**config.mk**
```make
export PLATFORM = sky130hd
export DESIGN_NAME = fd_pipe_reg
export DESIGN_NICKNAME = d
export VERILOG_FILES = /design/src/rtl/fd_pkg.sv /design/src/rtl/fd_field_decode.sv /design/src/rtl/fd_pipe_reg.sv
export SDC_FILE = /design/constraint.sdc
export NUM_CORES = 1
export LEC_CHECK = 0
export BUFFER_PORTS_ARGS = -buffer_cell sky130_fd_sc_hd__buf_4
export CELL_PAD_IN_SITES_DETAIL_PLACEMENT = 0
export CELL_PAD_IN_SITES_GLOBAL_PLACEMENT = 1
export CORE_ASPECT_RATIO = 1.75
export CORE_MARGIN = 4
export CORE_UTILIZATION = 39
export CTS_CLUSTER_SIZE = 25
export DETAILED_ROUTE_END_ITERATION = 6
export HOLD_SLACK_MARGIN = 0.08
export PLACE_DENSITY_LB_ADDON = 0.05
export SLEW_MARGIN = 30
export SYNTH_ARGS = -nofsm -noshare
export SYNTH_HDL_FRONTEND = slang
export SYNTH_HIERARCHICAL = 1
export SYNTH_SLANG_ARGS = --single-unit
```
**constraint.sdc**
```tcl
create_clock -name clock -period 3.95 [get_ports clock]
set_clock_uncertainty 0.1 [all_clocks]
set_input_delay 0.5925 -clock clock [delete_from_list [all_inputs] [get_ports clock]]
set_output_delay 0.5925 -clock clock [all_outputs]
set_load 0.05 [all_outputs]
```
**src/rtl/fd_pkg.sv**
```systemverilog
// Shared definitions for the fetch/decode pipeline register: decode field
// positions, the NOP bubble value and the holding-state encoding.
package fd_pkg;

    localparam int OPCODE_HI = 31;
    localparam int OPCODE_LO = 27;
    localparam int RD_HI     = 26;
    localparam int RD_LO     = 22;
    localparam int RS_HI     = 21;
    localparam int RS_LO     = 17;
    localparam int RT_HI     = 16;
    localparam int RT_LO     = 12;
    localparam int SHAMT_HI  = 11;
    localparam int SHAMT_LO  = 7;
    localparam int ALUOP_HI  = 6;
    localparam int ALUOP_LO  = 2;
    localparam int IMM_HI    = 16;
    localparam int IMM_LO    = 0;
    localparam int T_HI      = 26;
    localparam int T_LO      = 0;

    localparam logic [31:0] NOP_INST = 32'h0000_0000;

    // Encoding doubles as the number of held entries.
    typedef enum logic [1:0] {
        ST_EMPTY = 2'd0,
        ST_FULL  = 2'd1,
        ST_SKID  = 2'd2
    } fd_state_e;

endpackage

```
**src/rtl/fd_field_decode.sv**
```systemverilog
// Pure combinational field slicer for a 32-bit instruction word; shared by
// every pipeline stage that needs the decoded fields.
module fd_field_decode
    import fd_pkg::*;
(
    input  logic [31:0] inst,
    output logic [4:0]  opcode,
    output logic [4:0]  rd,
    output logic [4:0]  rs,
    output logic [4:0]  rt,
    output logic [4:0]  shamt,
    output logic [4:0]  aluOp,
    output logic [16:0] imm,
    output logic [26:0] t
);

    assign opcode = inst[OPCODE_HI:OPCODE_LO];
    assign rd     = inst[RD_HI:RD_LO];
    assign rs     = inst[RS_HI:RS_LO];
    assign rt     = inst[RT_HI:RT_LO];
    assign shamt  = inst[SHAMT_HI:SHAMT_LO];
    assign aluOp  = inst[ALUOP_HI:ALUOP_LO];
    assign imm    = inst[IMM_HI:IMM_LO];
    assign t      = inst[T_HI:T_LO];

endmodule

```
**src/rtl/fd_pipe_reg.sv**
```systemverilog
// Fetch->decode pipeline register with optional two-entry skid buffer.
// Handshake: a side transfers on a rising edge iff its valid and ready are both high.
module fd_pipe_reg
    import fd_pkg::*;
#(
    parameter int INST_W = 32,
    parameter int PC_W   = 12,
    parameter int SKID   = 1
) (
    input  logic              clock,
    input  logic              reset,
    input  logic              flush,
    input  logic              in_valid,
    output logic              in_ready,
    input  logic [INST_W-1:0] inst_in,
    input  logic [PC_W-1:0]   pc_in,
    output logic              out_valid,
    input  logic              out_ready,
    output logic [INST_W-1:0] inst_out,
    output logic [PC_W-1:0]   pc_out,
    output logic [4:0]        opcode,
    output logic [4:0]        rd,
    output logic [4:0]        rs,
    output logic [4:0]        rt,
    output logic [4:0]        shamt,
    output logic [4:0]        aluOp,
    output logic [16:0]       imm,
    output logic [26:0]       t,
    output fd_state_e         state
);

    localparam int ENTRY_W = INST_W + PC_W;

    fd_state_e          state_q;
    logic [ENTRY_W-1:0] head_q;
    logic [ENTRY_W-1:0] skid_q;
    logic               ready_q;
    logic               in_tx;
    logic               out_tx;

    assign out_valid = (state_q != ST_EMPTY);
    assign in_ready  = (SKID != 0) ? ready_q : (!out_valid || out_ready);
    assign in_tx     = in_valid && in_ready;
    assign out_tx    = out_valid && out_ready;
    assign state     = state_q;

    always_ff @(posedge clock) begin
        if (reset) begin
            state_q <= ST_EMPTY;
            head_q  <= '0;
            skid_q  <= '0;
            ready_q <= 1'b1;
        end else if (flush) begin
            // An out-transfer this cycle has already been consumed by decode.
            state_q <= ST_EMPTY;
            ready_q <= 1'b1;
        end else begin
            case (state_q)
                ST_EMPTY: begin
                    if (in_tx) begin
                        head_q  <= {inst_in, pc_in};
                        state_q <= ST_FULL;
                    end
                end
                ST_FULL: begin
                    if (in_tx && out_tx) begin
                        head_q <= {inst_in, pc_in};
                    end else if (in_tx) begin
                        // Only reachable with SKID=1: in_ready was still high.
                        skid_q  <= {inst_in, pc_in};
                        state_q <= ST_SKID;
                        ready_q <= 1'b0;
                    end else if (out_tx) begin
                        state_q <= ST_EMPTY;
                    end
                end
                ST_SKID: begin
                    if (out_tx) begin
                        head_q  <= skid_q;
                        state_q <= ST_FULL;
                        ready_q <= 1'b1;
                    end
                end
                default: begin
                    state_q <= ST_EMPTY;
                    ready_q <= 1'b1;
                end
            endcase
        end
    end

    // Bubble reads as NOP whenever nothing is presented.
    assign inst_out = out_valid ? head_q[ENTRY_W-1:PC_W] : INST_W'(NOP_INST);
    assign pc_out   = out_valid ? head_q[PC_W-1:0] : '0;

    fd_field_decode u_decode (
        .inst   (inst_out[31:0]),
        .opcode (opcode),
        .rd     (rd),
        .rs     (rs),
        .rt     (rt),
        .shamt  (shamt),
        .aluOp  (aluOp),
        .imm    (imm),
        .t      (t)
    );

endmodule

```
Yosys cells after proc, flatten, opt, wreduce, memory -nomap -nowiden
Cells that the tools add are included.

storage, ports and cells
  register bits = 91

operators by class
  eq/ne operators = 8
  multiplexer cells = 16
  bitwise logic cells = 3
  reductions and logical operators = 11

operators by type and width
  cell                  count
  $mux W44              3
  $pmux W44 S3          1
  $mux W32              1
  $mux W12              1
  $reduce_and A4 Y1     3
  $mux W2               5
  $ne A2 B2 Y1 const B  5
  $pmux W2 S3           1
  $reduce_and A5 Y1     1
  $logic_and A1 B1 Y1   3
  $mux W1               3
  $ne A3 B3 Y1 const B  1
  $not A1 Y1            3
  $pmux W1 S3           1
  $reduce_bool A3 Y1    1
  $eq A2 B1 Y1 const B  1
  $eq A2 B2 Y1 const B  1
  $logic_not A2 Y1      1
  $reduce_bool A2 Y1    1
  $reduce_or A2 Y1      1

Longest topological paths before layout
Gate-level depths: netlist of run 1.

  depth in word-level cells = 6
  mapped depth = 6
  depth with buffers taken out = 4

Modules after synthesis
The synthesis of run 1 kept the hierarchy.

modules (own cells, without submodules)
  module           times used  cells an instance  area each (µm²)  seq. area each (µm²)
  fd_pipe_reg      1           458                4057.6           1821.7
  fd_field_decode  1           74                 555.5            0.0

Worst setup path before layout of run 1
Ideal clock, no wire load.

  path type = register to output
  start = register state_q[1] (netlist: state[1])
  end = output port aluOp[1]
  arrival = 2.353 ns
  data required time = 3.257 ns
  setup slack = 0.904 ns
  stages on the path, launching flop included = 5
  path buffers = 2
  cell sequence = dfxtp_1 nor2_1 clkbuf_1 nor2b_1 buf_4

between the ends
  longest elaborated chain between the ends = 2

ends and longest elaborated chain
  what                    line               RTL
  from (decl)             fd_pipe_reg.sv:34  fd_state_e state_q;
  from (signal assigned)  fd_pipe_reg.sv:49  state_q <= ST_EMPTY;
  from (signal assigned)  fd_pipe_reg.sv:55  state_q <= ST_EMPTY;
  from (signal assigned)  fd_pipe_reg.sv:62  state_q <= ST_FULL;
  $reduce_bool A2 Y1      fd_pipe_reg.sv:41  assign out_valid = (state_q != ST_EMPTY);
  $mux W32                fd_pipe_reg.sv:93  assign inst_out = out_valid ? head_q[ENTRY_W-1:PC_W] : INST_W'(NOP_INST);
  to (decl)               fd_pipe_reg.sv:26  output logic [4:0] aluOp,

No other way between the ends.

Final worst setup path of run 1
Ends and elaborated chain as after synthesis.

==> results of run 1 <==
## worst reg2reg max path, stage by stage (launching register included)
cell and delay, ps:
dfxtp_1 540, nor2b_1 260, a32o_4 670, buf_12 300
nor2_1 70, a211oi_1 210
## worst max path at each step
stage,startpoint,to,slack (ps),cells past startpoint
after floorplan,state[1]$_SDFFE_PP0P_,aluOp[1],900,4
after global placement,out_ready,skid_q[9]$_SDFFE_PP0P_,1440,5
after detailed placement,flush,head_q[30]$_SDFFE_PP0P_,1370,5
after CTS,state[1]$_SDFFE_PP0P_,aluOp[1],1070,4
after global routing,state[1]$_SDFFE_PP0P_,imm[4],980,4
final,state[1]$_SDFFE_PP0P_,aluOp[1],1180,4
## metrics by stage
step | setup WS, ps | hold WS, ps | cell area, µm² | util
after floorplan | 904 | 336 | 4610 | -
after global placement | 1440 | 341 | 5310 | 0.458
after detailed placement | 1370 | 346 | 5310 | 0.459
after CTS | 1070 | 348 | 5640 | 0.487
after global routing | 977 | 367 | 5670 | 0.489
final | 1180 | 353 | 5670 | 0.489
## area by class of cell
class | count | share of cell area
flip-flops and latches | 91 | 0.321
inverters | 3 | 0.00199
multi-input cells | 326 | 0.358
repair buffers | 172 | 0.231
clock inverters | 6 | 0.0185
clock buffers | 9 | 0.0397
well taps | 135 | 0.0298
## report_power, final
part	total, µW	leakage, µW	internal, µW	switching (µW)
Combinational	305	0.00170	115	191
Clock	954	0.000165	611	343
Sequential	971	0.000742	954	16.7
## layer usage
layer,part of all wire,track usage,vias to the layer above,routed length (µm)
met5,0,0,-,0
met4,0.019,0.0570,0,204
met3,0.059,0.0450,13,642
met1,0.42,0.181,1662,4520
li1,-,-,1840,-
met2,0.50,0.270,104,5470
## cells in the mapped netlist (all sizes together)
| cell | number | share of area |
|---|---|---|
| o21ai | 1 | 0.0011 |
| a211oi | 44 | 0.093 |
| dfxtp | 91 | 0.39 |
| buf | 98 | 0.16 |
| nor3 | 1 | 0.0011 |
| mux2i | 44 | 0.095 |
| a21oi | 45 | 0.049 |
| a2111oi | 1 | 0.0019 |
| clkbuf | 14 | 0.012 |
| and3 | 1 | 0.0014 |
| or3 | 1 | 0.0014 |
| nor4bb | 1 | 0.0022 |
| nand2 | 89 | 0.072 |
| nand3 | 1 | 0.0022 |
| and4bb | 1 | 0.0027 |
| nor2b | 45 | 0.061 |
| nand4b | 1 | 0.0019 |
| a2bb2oi | 1 | 0.0019 |
| nor2 | 45 | 0.037 |
| inv | 3 | 0.0024 |
| nand2b | 2 | 0.0027 |
| xnor2 | 1 | 0.0019 |
| a32o | 1 | 0.0022 |
## registers in the layout, summed over array words and instances (netlist names)
| signal | cells |
|---|---|
| head_q | 44 |
| skid_q | 44 |
| state | 2 |
| in_ready | 1 |
## cell families after synthesis
logic type | share of synthesized area
simple gates | 0.186
buf+inv | 0.173
compound gates | 0.149
flops | 0.395
mux | 0.0955
xor+xnor | 0.00190
==> impl_results.md, run 1 <==
* Syn Area/Cell at 8.67 µm²
* Die ar. at 0.0137 mm²
* Die Width at 90.2 µm
* Hold path depth at 2
* Row count at 52
* Worst min path class: reg -> reg
* HPWL Detailed at 6940 µm
* CTS root buffer: clkbuf_16
* GR Util All Layers at 0.156
* R2R cell count at 5
* HP Start: skid_q[11]$_SDFFE_PP0P_
* Final setup vio count at 0
* Area of the multi-input gates at 0.00203 mm²
* Final number of max-transition violations at 0
* Sequential fraction of the synthesis area at 0.395
* YS warnings at 6
* Commonest non-fill, non-tap cell in the layout: buf_4
* Max Cap Viol at 0
* Worst skew pair latency at 330 ps
* R2R Path End: head_q[3]$_SDFFE_PP0P_
* Final Cycle Share at 0.702
* Ports at ~170
* Post-CTS setup buffer count at 0
* CTS max path bufs at 2
* Pleak at 0.00260 µW
* Worst path slowest cell: nor2_4
* Grt ovf at 0
* Die height at 152 µm
* R2r startpoint: state[1]$_SDFFE_PP0P_
* Layout cells sized above 1 at 0.353
* Drt first pass iters at 4
* Non-filler cells, final at about 740
* CTS buffer count at 9
* Initial Util at 0.398
* Worst-path cell chain: nor2_4 -> buf_4 -> nor2b_1 -> buf_4
* Pin count of the biggest net entering global routing at between 90 and 100
* Largest stage delay on the critical path at 600 ps
* Relative slew slack at 0.384
* Final Hold Vio Count at 0
* CTS Hold Bufs at 0
* Mapped Cells at roughly 530
* CP max FO at 27
* Tot Pwr at 2230 µW
* Fmax at 361 MHz
* Setup TNS at 0 ps
* Slew @ Worst Pin at 924 ps
* TritonCTS clock tree: done
* Clock tree sinks at 91
* Yosys reg bits at 91
* Routed WL per cell at 14.6 µm
* CP delay by family, top: simple AND/OR/NAND/NOR gates
* # diodes at 0
* H-tree depth at 3
* Status: finished, final reports clean
* Peak supply drop at about 0.24 mV
* Initial detailed-routing violation count at 149
* Vias in the first global route at 3485
* RSZ-0062 raised after global routing: no
* Clk pin slew, worst setup/hold paths at 60 ps
* DR DRC count at 0
* Routed Antenna Nets at 0
* Placed insts at 726
* CP required at approximately 3300 ps
* Crit start category: register
* Netlist Area Pre-Place at 0.00461 mm²
* Crit-path most repeated cell: buf_4
* Vias/cell at 4.88
* Crit Path Class: reg -> out
* Pwr Density at 393 mW/mm²
* Min Tclk post-route at 2770 ps
* Post-Route WL at roughly 11000 µm
* Via Count at 3619
* IO buf count at between 150 and 200
* FF/Latch Area at 0.00182 mm²
* Worst Hold Path EP: skid_q[11]$_SDFFE_PP0P_
* Post-CTS Resized at 0
* Syn_nets at 581
* Commonest non-fill, non-tap cells in the layout: 170 x buf_4, 91 x dfxtp_1, 89 x nand2_1, 45 x nor2b_1, 45 x a21oi_1
* Worst R2R Setup Slack at 1710 ps
* Layout area overhead at 22.9%
* Layout filler cell count at roughly 1.1k
* Crit path buffers/inverters at 2
* Critical Path AT at 2080 ps
* Nets at 652
* Initial antenna violation count at 0
* Global-route wire length before repair at between 15000 and 20000 µm
* Crit. End Element: output pin
* Distinct cells, synth at 29
* Placer Congestion at 0.709
* Core region area at around 0.012 mm²
(Power assumes the default switching activity.)
==> run 2: changes to the inputs <==
- CORE_UTILIZATION: 39 -> 32
- clock period: 3.95 -> 2.5 ns (I/O delays scaled with it)
==> impl_results.md, run 2 (synthesized netlist as in run 1, its figures left out) <==
* Status: finished, final reports clean (unchanged)
* Crit Path Class: reg -> out (unchanged)
* H-tree depth at 3 (unchanged)
* RSZ-0062 raised after global routing: no (unchanged)
* Initial Util at 0.328 (was 0.398)
* Nets at 662 (was 652)
* Via Count at 3697 (was 3619)
* Hold path depth at 2 (unchanged)
* Tot Pwr at 3410 µW (was 2230 µW)
* Vias/cell at 4.66 (was 4.88)
* Setup TNS at 0 ps (unchanged)
* Worst Setup Slack, final at 335 ps (was 1180 ps)
* CTS root buffer: clkbuf_16 (unchanged)
* Routed WL per cell at 14.8 µm (was 14.6 µm)
* Crit start category: register (unchanged)
* Post-CTS Resized at 0 (unchanged)
* CTS buffer count at 9 (unchanged)
* Grt ovf at 0 (unchanged)
* Slew @ Worst Pin at 802 ps (was 924 ps)
* DR DRC count at 0 (unchanged)
* Logic pwr share at 0.150 (was 0.137)
* CTS max path bufs at 2 (unchanged)
* Row count at 57 (was 52)
* Commonest non-fill, non-tap cell in the layout: buf_4 (unchanged)
* Post-Route WL at 11800 µm (was 10800 µm)
* Drt first pass iters at 5 (was 4)
* NetSw at 884 µW (was 550 µW)
* Crit. End Element: output pin (unchanged)
* TritonCTS clock tree: done (unchanged)
* Min Tclk post-route at ~2200 ps
* Seq pwr share at 0.450 (was 0.435)
* Fmax at between 400 and 500 MHz
* CP required at 2030 ps (was 3260 ps)
* Final Hold Vio Count at 0 (unchanged)
* # diodes at 0 (unchanged)
* Global-route wire length before repair at 19200 µm (was 17600 µm)
* Clock power share at 0.400 (was 0.428)
* Peak supply drop at 0.276 mV (was 0.241 mV)
* Core region area at 0.0140 mm² (was 0.0116 mm²)
* Pin count of the biggest net entering global routing at 89 (was 92)
* Post-CTS setup buffer count at 0 (unchanged)
* R2R cell count at 5 (unchanged)
* Commonest non-fill, non-tap cells in the layout: 178 x buf_4, 90 x dfxtp_1, 89 x nand2_1, 45 x a21oi_1 (was 170 x buf_4, 91 x dfxtp_1, 89 x nand2_1, 45 x nor2b_1, 45 x a21oi_1)
* Layout cells sized above 1 at 0.394 (was 0.353)
* Worst min path class: in -> reg (was reg -> reg)
* Pre-CTS setup slack at 555 ps (was 1370 ps)
* Placer Congestion at 0.734 (was 0.709)
* Util after Layout at 0.421 (was 0.489)
* Die Width at 98.8 µm (was 90.2 µm)
* Final number of max-transition violations at 0 (unchanged)
* Clock tree sinks at 91 (unchanged)
* Hold Worst Slack at 160 ps (was 353 ps)
* Critical Path AT at 1690 ps (was 2080 ps)
* GR Util All Layers at 0.143 (was 0.156)
* IO buf count at 170 (unchanged)
* Clk pin slew, worst setup/hold paths at 60 ps (about the same)
* CP max FO at 31 (was 27)
* Pwr Density at 577 mW/mm² (was 393 mW/mm²)
* P_int at 2530 µW (was 1680 µW)
* Ports at 171 (unchanged)
* CTS Hold Bufs at 0 (unchanged)
* Initial detailed-routing violation count at 102 (was 149)
* Layout area overhead at 28.2% (was 22.9%)
* Max Cap Viol at 0 (unchanged)
* Final Cycle Share at 0.866
* Initial antenna violation count at 0 (unchanged)
* Die ar. at 0.0165 mm² (was 0.0137 mm²)
* Die height at 167 µm (was 152 µm)
* Final setup vio count at 0 (unchanged)
* Routed Antenna Nets at 0 (unchanged)
* Vias in the first global route at 3704 (was 3485)
* HPWL Detailed at 8100 µm (was 6940 µm)
* Relative slew slack at 0.465 (was 0.384)
* Pleak at 0.00267 µW (was 0.00260 µW)
* Sw Ratio at 0.259 (was 0.247)
* Worst skew pair latency at 330 ps (about the same)
==> run 2: worst paths after layout <==
path,slack [ps],from,to
setup / recovery,330,state[0]$_SDFFE_PP0P_,aluOp[0]
hold / removal,160,flush,state[1]$_SDFFE_PP0P_
setup reg to reg,610,in_ready$_SDFFE_PP1P_,head_q[8]$_SDFFE_PP0P_
hold reg to reg,350,skid_q[29]$_SDFFE_PP0P_,skid_q[29]$_SDFFE_PP0P_
==> run 2: through the flow <==
step | instance area (µm²) | cells
2_1_floorplan | 4740 | 532
3_3_place_gp | 5620 | 779
3_5_place_dp | 5620 | 779
4_1_cts | 5910 | 794
5_1_grt | 5910 | 794
6_report | 5910 | 794
==> run 2: worst max-delay path, cell delays in order (launching register included) <==
cell and delay, ps:
dfxtp_1 520, nor2_4 70, buf_12 210, nor2b_1 280, buf_4 260
==> run 2: metal layers <==
layer,GRT usage,routed length (µm)
met1,0.163,4720
met2,0.262,6250
met3,0.0293,679
met4,0.0476,133
met5,0,0
==> run 2: cell type report <==
class                   instances  area, µm²
well taps                     177        221
clock buffers                  13        260
clock inverters                 2       35.0
flip-flops and latches         91       1820
multi-input cells             326       2150
repair buffers                182       1420
inverters                       3       11.3
fillers                      1376       8140
==> run 2: power groups by stage <==
stage	sequential (µW)	clock, µW	combinational (µW)
CTS	1540	1420	521
detailed placement	1570	0	520
finish	1540	1370	512
floorplan	1560	0	377
global placement	1570	0	516
global route	1540	1470	557
==> run 3: changes to the inputs <==
- BUFFER_PORTS_ARGS: -buffer_cell sky130_fd_sc_hd__buf_4 -> -buffer_cell sky130_fd_sc_hd__buf_2
- SYNTH_HIERARCHICAL: 1 -> unset
==> impl_results.md, run 3 <==
* Status: finished, final reports clean (unchanged)
* Core region area at 0.0140 mm² (unchanged)
* Clk pin slew, worst setup/hold paths at 60 ps (about the same)
* Die ar. at 0.0165 mm² (unchanged)
* Worst-path cell chain: nor2_4 -> buf_4 -> nor2b_1 -> buf_2 (was nor2_4 -> buf_12 -> nor2b_1 -> buf_4)
* Netlist Area Pre-Place at 0.00461 mm² (unchanged)
* Post-CTS setup buffer count at 0 (unchanged)
* Hold path depth at 3 (was 2)
* Placed cell area at 0.00524 mm² (was 0.00562 mm²)
* Post-Route WL at 11500 µm (was 11800 µm)
* Final Cycle Share at 0.882 (was 0.866)
* Worst Setup Slack, final at 296 ps (was 335 ps)
* CTS max path bufs at 2 (unchanged)
* Routed Antenna Nets at 0 (unchanged)
* Via Count at 3620 (was 3697)
* Peak supply drop at 0.285 mV (was 0.276 mV)
* IO buf count at 170 (unchanged)
* DR DRC count at 0 (unchanged)
* Pwr Density at 609 mW/mm² (was 577 mW/mm²)
* Relative slew slack at 0.616 (was 0.465)
* Final setup vio count at 0 (unchanged)
* CP max FO at 17 (was 31)
* Vias/cell at 4.56 (was 4.66)
* Top-area cell type share of the netlist area at 0.395 (unchanged)
* EDFF count, synth at 0 (unchanged)
* Critical Path AT at 1730 ps (was 1690 ps)
* Cell area after layout at 0.00553 mm² (was 0.00591 mm²)
* CP required at 2030 ps (about the same)
* R2R cell count at 5 (unchanged)
* CTS buffer count at 9 (unchanged)
* CTS root buffer: clkbuf_16 (unchanged)
* YS warnings at 0 (was 6)
* Die Width at 98.8 µm (unchanged)
* CP delay by family, top: buffers and inverters (was flip-flops)
* Row count at 57 (unchanged)
* Nets at 661 (was 662)
* R2R Path End: skid_q[33]$_SDFFE_PP0P_ (was head_q[8]$_SDFFE_PP0P_)
* Most frequent cell after synthesis: dfxtp_1 (unchanged)
* Mapped Cells at 532 (unchanged)
* Initial detailed-routing violation count at 85 (was 102)
* Syn Area/Cell at 8.67 µm² (unchanged)
* Area of the multi-input gates at 0.00215 mm² (unchanged)
* HPWL Detailed at 7930 µm (was 8100 µm)
* Pre-CTS setup slack at 621 ps (was 555 ps)
* Global-route wire length before repair at 18500 µm (was 19200 µm)
* Drt first pass iters at 4 (was 5)
* Worst skew pair latency at 330 ps (about the same)
* FF/Latch Area at 0.00182 mm² (unchanged)
* Routed WL per cell at 14.4 µm (was 14.8 µm)
* Worst path slowest cell: dfxtp_1 (unchanged)
* Final number of max-transition violations at 0 (unchanged)
* Crit path buffers/inverters at 2 (unchanged)
* Yosys reg bits at 91 (unchanged)
* Distinct cells, synth at 29 (unchanged)
* Min Tclk post-route at 2200 ps (was 2170 ps)
* Post-CTS Resized at 0 (unchanged)
* TritonCTS clock tree: done (unchanged)
* Largest stage delay on the critical path at 490 ps (was 520 ps)
* Synth area leader: dfxtp_1 (unchanged)
* R2r startpoint: state[0]$_SDFFE_PP0P_ (was in_ready$_SDFFE_PP1P_)
* Crit Path Class: reg -> out (unchanged)
* Non-filler cells, final at 794 (unchanged)
* HP Start: inst_in[15] (was flush)
* Initial antenna violation count at 0 (unchanged)
* Crit start category: register (unchanged)
* Grt ovf at 0 (unchanged)
* Worst R2R Setup Slack at 710 ps (was 610 ps)
* Slew @ Worst Pin at 577 ps (was 802 ps)
* Placer Congestion at 0.721 (was 0.734)
* Layout cells sized above 1 at 0.395 (was 0.394)
* Util after Layout at 0.394 (was 0.421)
* Worst Hold Path EP: skid_q[27]$_SDFFE_PP0P_ (was state[1]$_SDFFE_PP0P_)
* Top_reg_cell synth: dfxtp_1 (unchanged)
* Final Hold Vio Count at 0 (unchanged)
* H-tree depth at 3 (unchanged)
* Synth area leaders: dfxtp_1 39%, buf_4 13%, mux2i_1 9.5% (unchanged)
* Sequential fraction of the synthesis area at 0.395 (unchanged)
* Commonest non-fill, non-tap cells in the layout: 169 x buf_2, 90 x dfxtp_1, 89 x nand2_1, 45 x a21oi_1 (was 178 x buf_4, 90 x dfxtp_1, 89 x nand2_1, 45 x a21oi_1)
* Layout area overhead at 19.9% (was 28.2%)
* Ports at 171 (unchanged)
* Initial Util at 0.328 (unchanged)
* Die height at 167 µm (unchanged)
* Crit. End Element: output pin (unchanged)
* Commonest non-fill, non-tap cell in the layout: buf_2 (was buf_4)
* Fmax at 454 MHz (was 462 MHz)
* Max Cap Viol at 0 (unchanged)
* Placed insts at 778 (was 779)
* CTS Hold Bufs at 0 (unchanged)
* Setup TNS at 0 ps (unchanged)
* Syn_nets at 581 (unchanged)
* Clock tree sinks at 91 (unchanged)
* Pleak at 0.00265 µW (was 0.00267 µW)
* Vias in the first global route at 3564 (was 3704)
* Worst min path class: in -> reg (unchanged)
* GR Util All Layers at 0.138 (was 0.143)
* Layout filler cell count at 1465 (was 1376)
* Pin count of the biggest net entering global routing at 49 (was 89)
* # diodes at 0 (unchanged)
* RSZ-0062 raised after global routing: no (unchanged)
* Ys async rst share at 0 (unchanged)
* Top cells by count, synth: 91 x dfxtp_1, 89 x nand2_1, 82 x buf_4 (unchanged)
-- run 3: changes by cell type in the layout (fill, tap and decap cells not counted) --
cell / delta
clkinvlp_4: +1
buf_2: +169
clkbuf_8: -1
clkbuf_1: -1
buf_12: +4
clkinv_2: +2
buf_4: -174
-- run 3: cells by family after synthesis --
kind of cell	Yosys count	synth area share
XOR/XNOR	1	0.00190
AND/OR/NAND/NOR	188	0.186
flip-flops	91	0.395
multiplexers	44	0.0955
AO/OA/AOI/OAI	93	0.149
buffers and inverters	115	0.173
-- run 3: worst max path at each step --
| stage | startpoint | cells past startpoint | slack, ps | to |
|---|---|---|---|---|
| after detailed placement | state[0]$_SDFFE_PP0P_ | 4 | 620 | t[26] |
| final | state[0]$_SDFFE_PP0P_ | 4 | 300 | t[26] |
| after global routing | state[0]$_SDFFE_PP0P_ | 4 | 200 | t[26] |
| after global placement | state[0]$_SDFFE_PP0P_ | 4 | 640 | t[26] |
| after CTS | state[0]$_SDFFE_PP0P_ | 4 | 250 | t[26] |
| after floorplan | state[0]$_SDFFE_PP0P_ | 4 | -270 | rd[1] |
-- run 3: report_power, final --
| part | switching (µW) | internal, µW | total, µW |
|---|---|---|---|
| Combinational | 312 | 164 | 476 |
| Sequential | 27.2 | 1510 | 1530 |
| Clock | 559 | 798 | 1360 |
| Total | 898 | 2470 | 3370 |
-- run 3: metal layers --
layer  vias to the layer above  routed length, µm  GRT usage  share of wire
li1                       1856                  -          -              -
met1                      1660               4880      0.158           0.43
met2                        96               5870      0.251           0.51
met3                         8                561     0.0251          0.049
met4                         0                151     0.0493          0.013
met5                         -                  0          0              0
-- run 3: cell type report --
cell class / instances / area share
Clock buffer: 11 / 0.0439
Multi-Input combinational cell: 326 / 0.388
Tap cell: 177 / 0.0400
Inverter: 3 / 0.00204
Clock inverter: 5 / 0.00950
Sequential cell: 91 / 0.329
Timing Repair Buffer: 181 / 0.187
-- run 3: worst register-to-register path, stage by stage, from the launching register on --
cell	delay [ps]
dfxtp_1	490
and4bb_2	310
and3_2	430
buf_12	200
nand2_1	70
a21oi_1	110
-- run 3: metrics by stage --
stage,power (µW),hold WS (ps)
finish,3370,184
global route,3520,183
CTS,3440,171
detailed placement,2050,346
global placement,2050,341
floorplan,1940,336
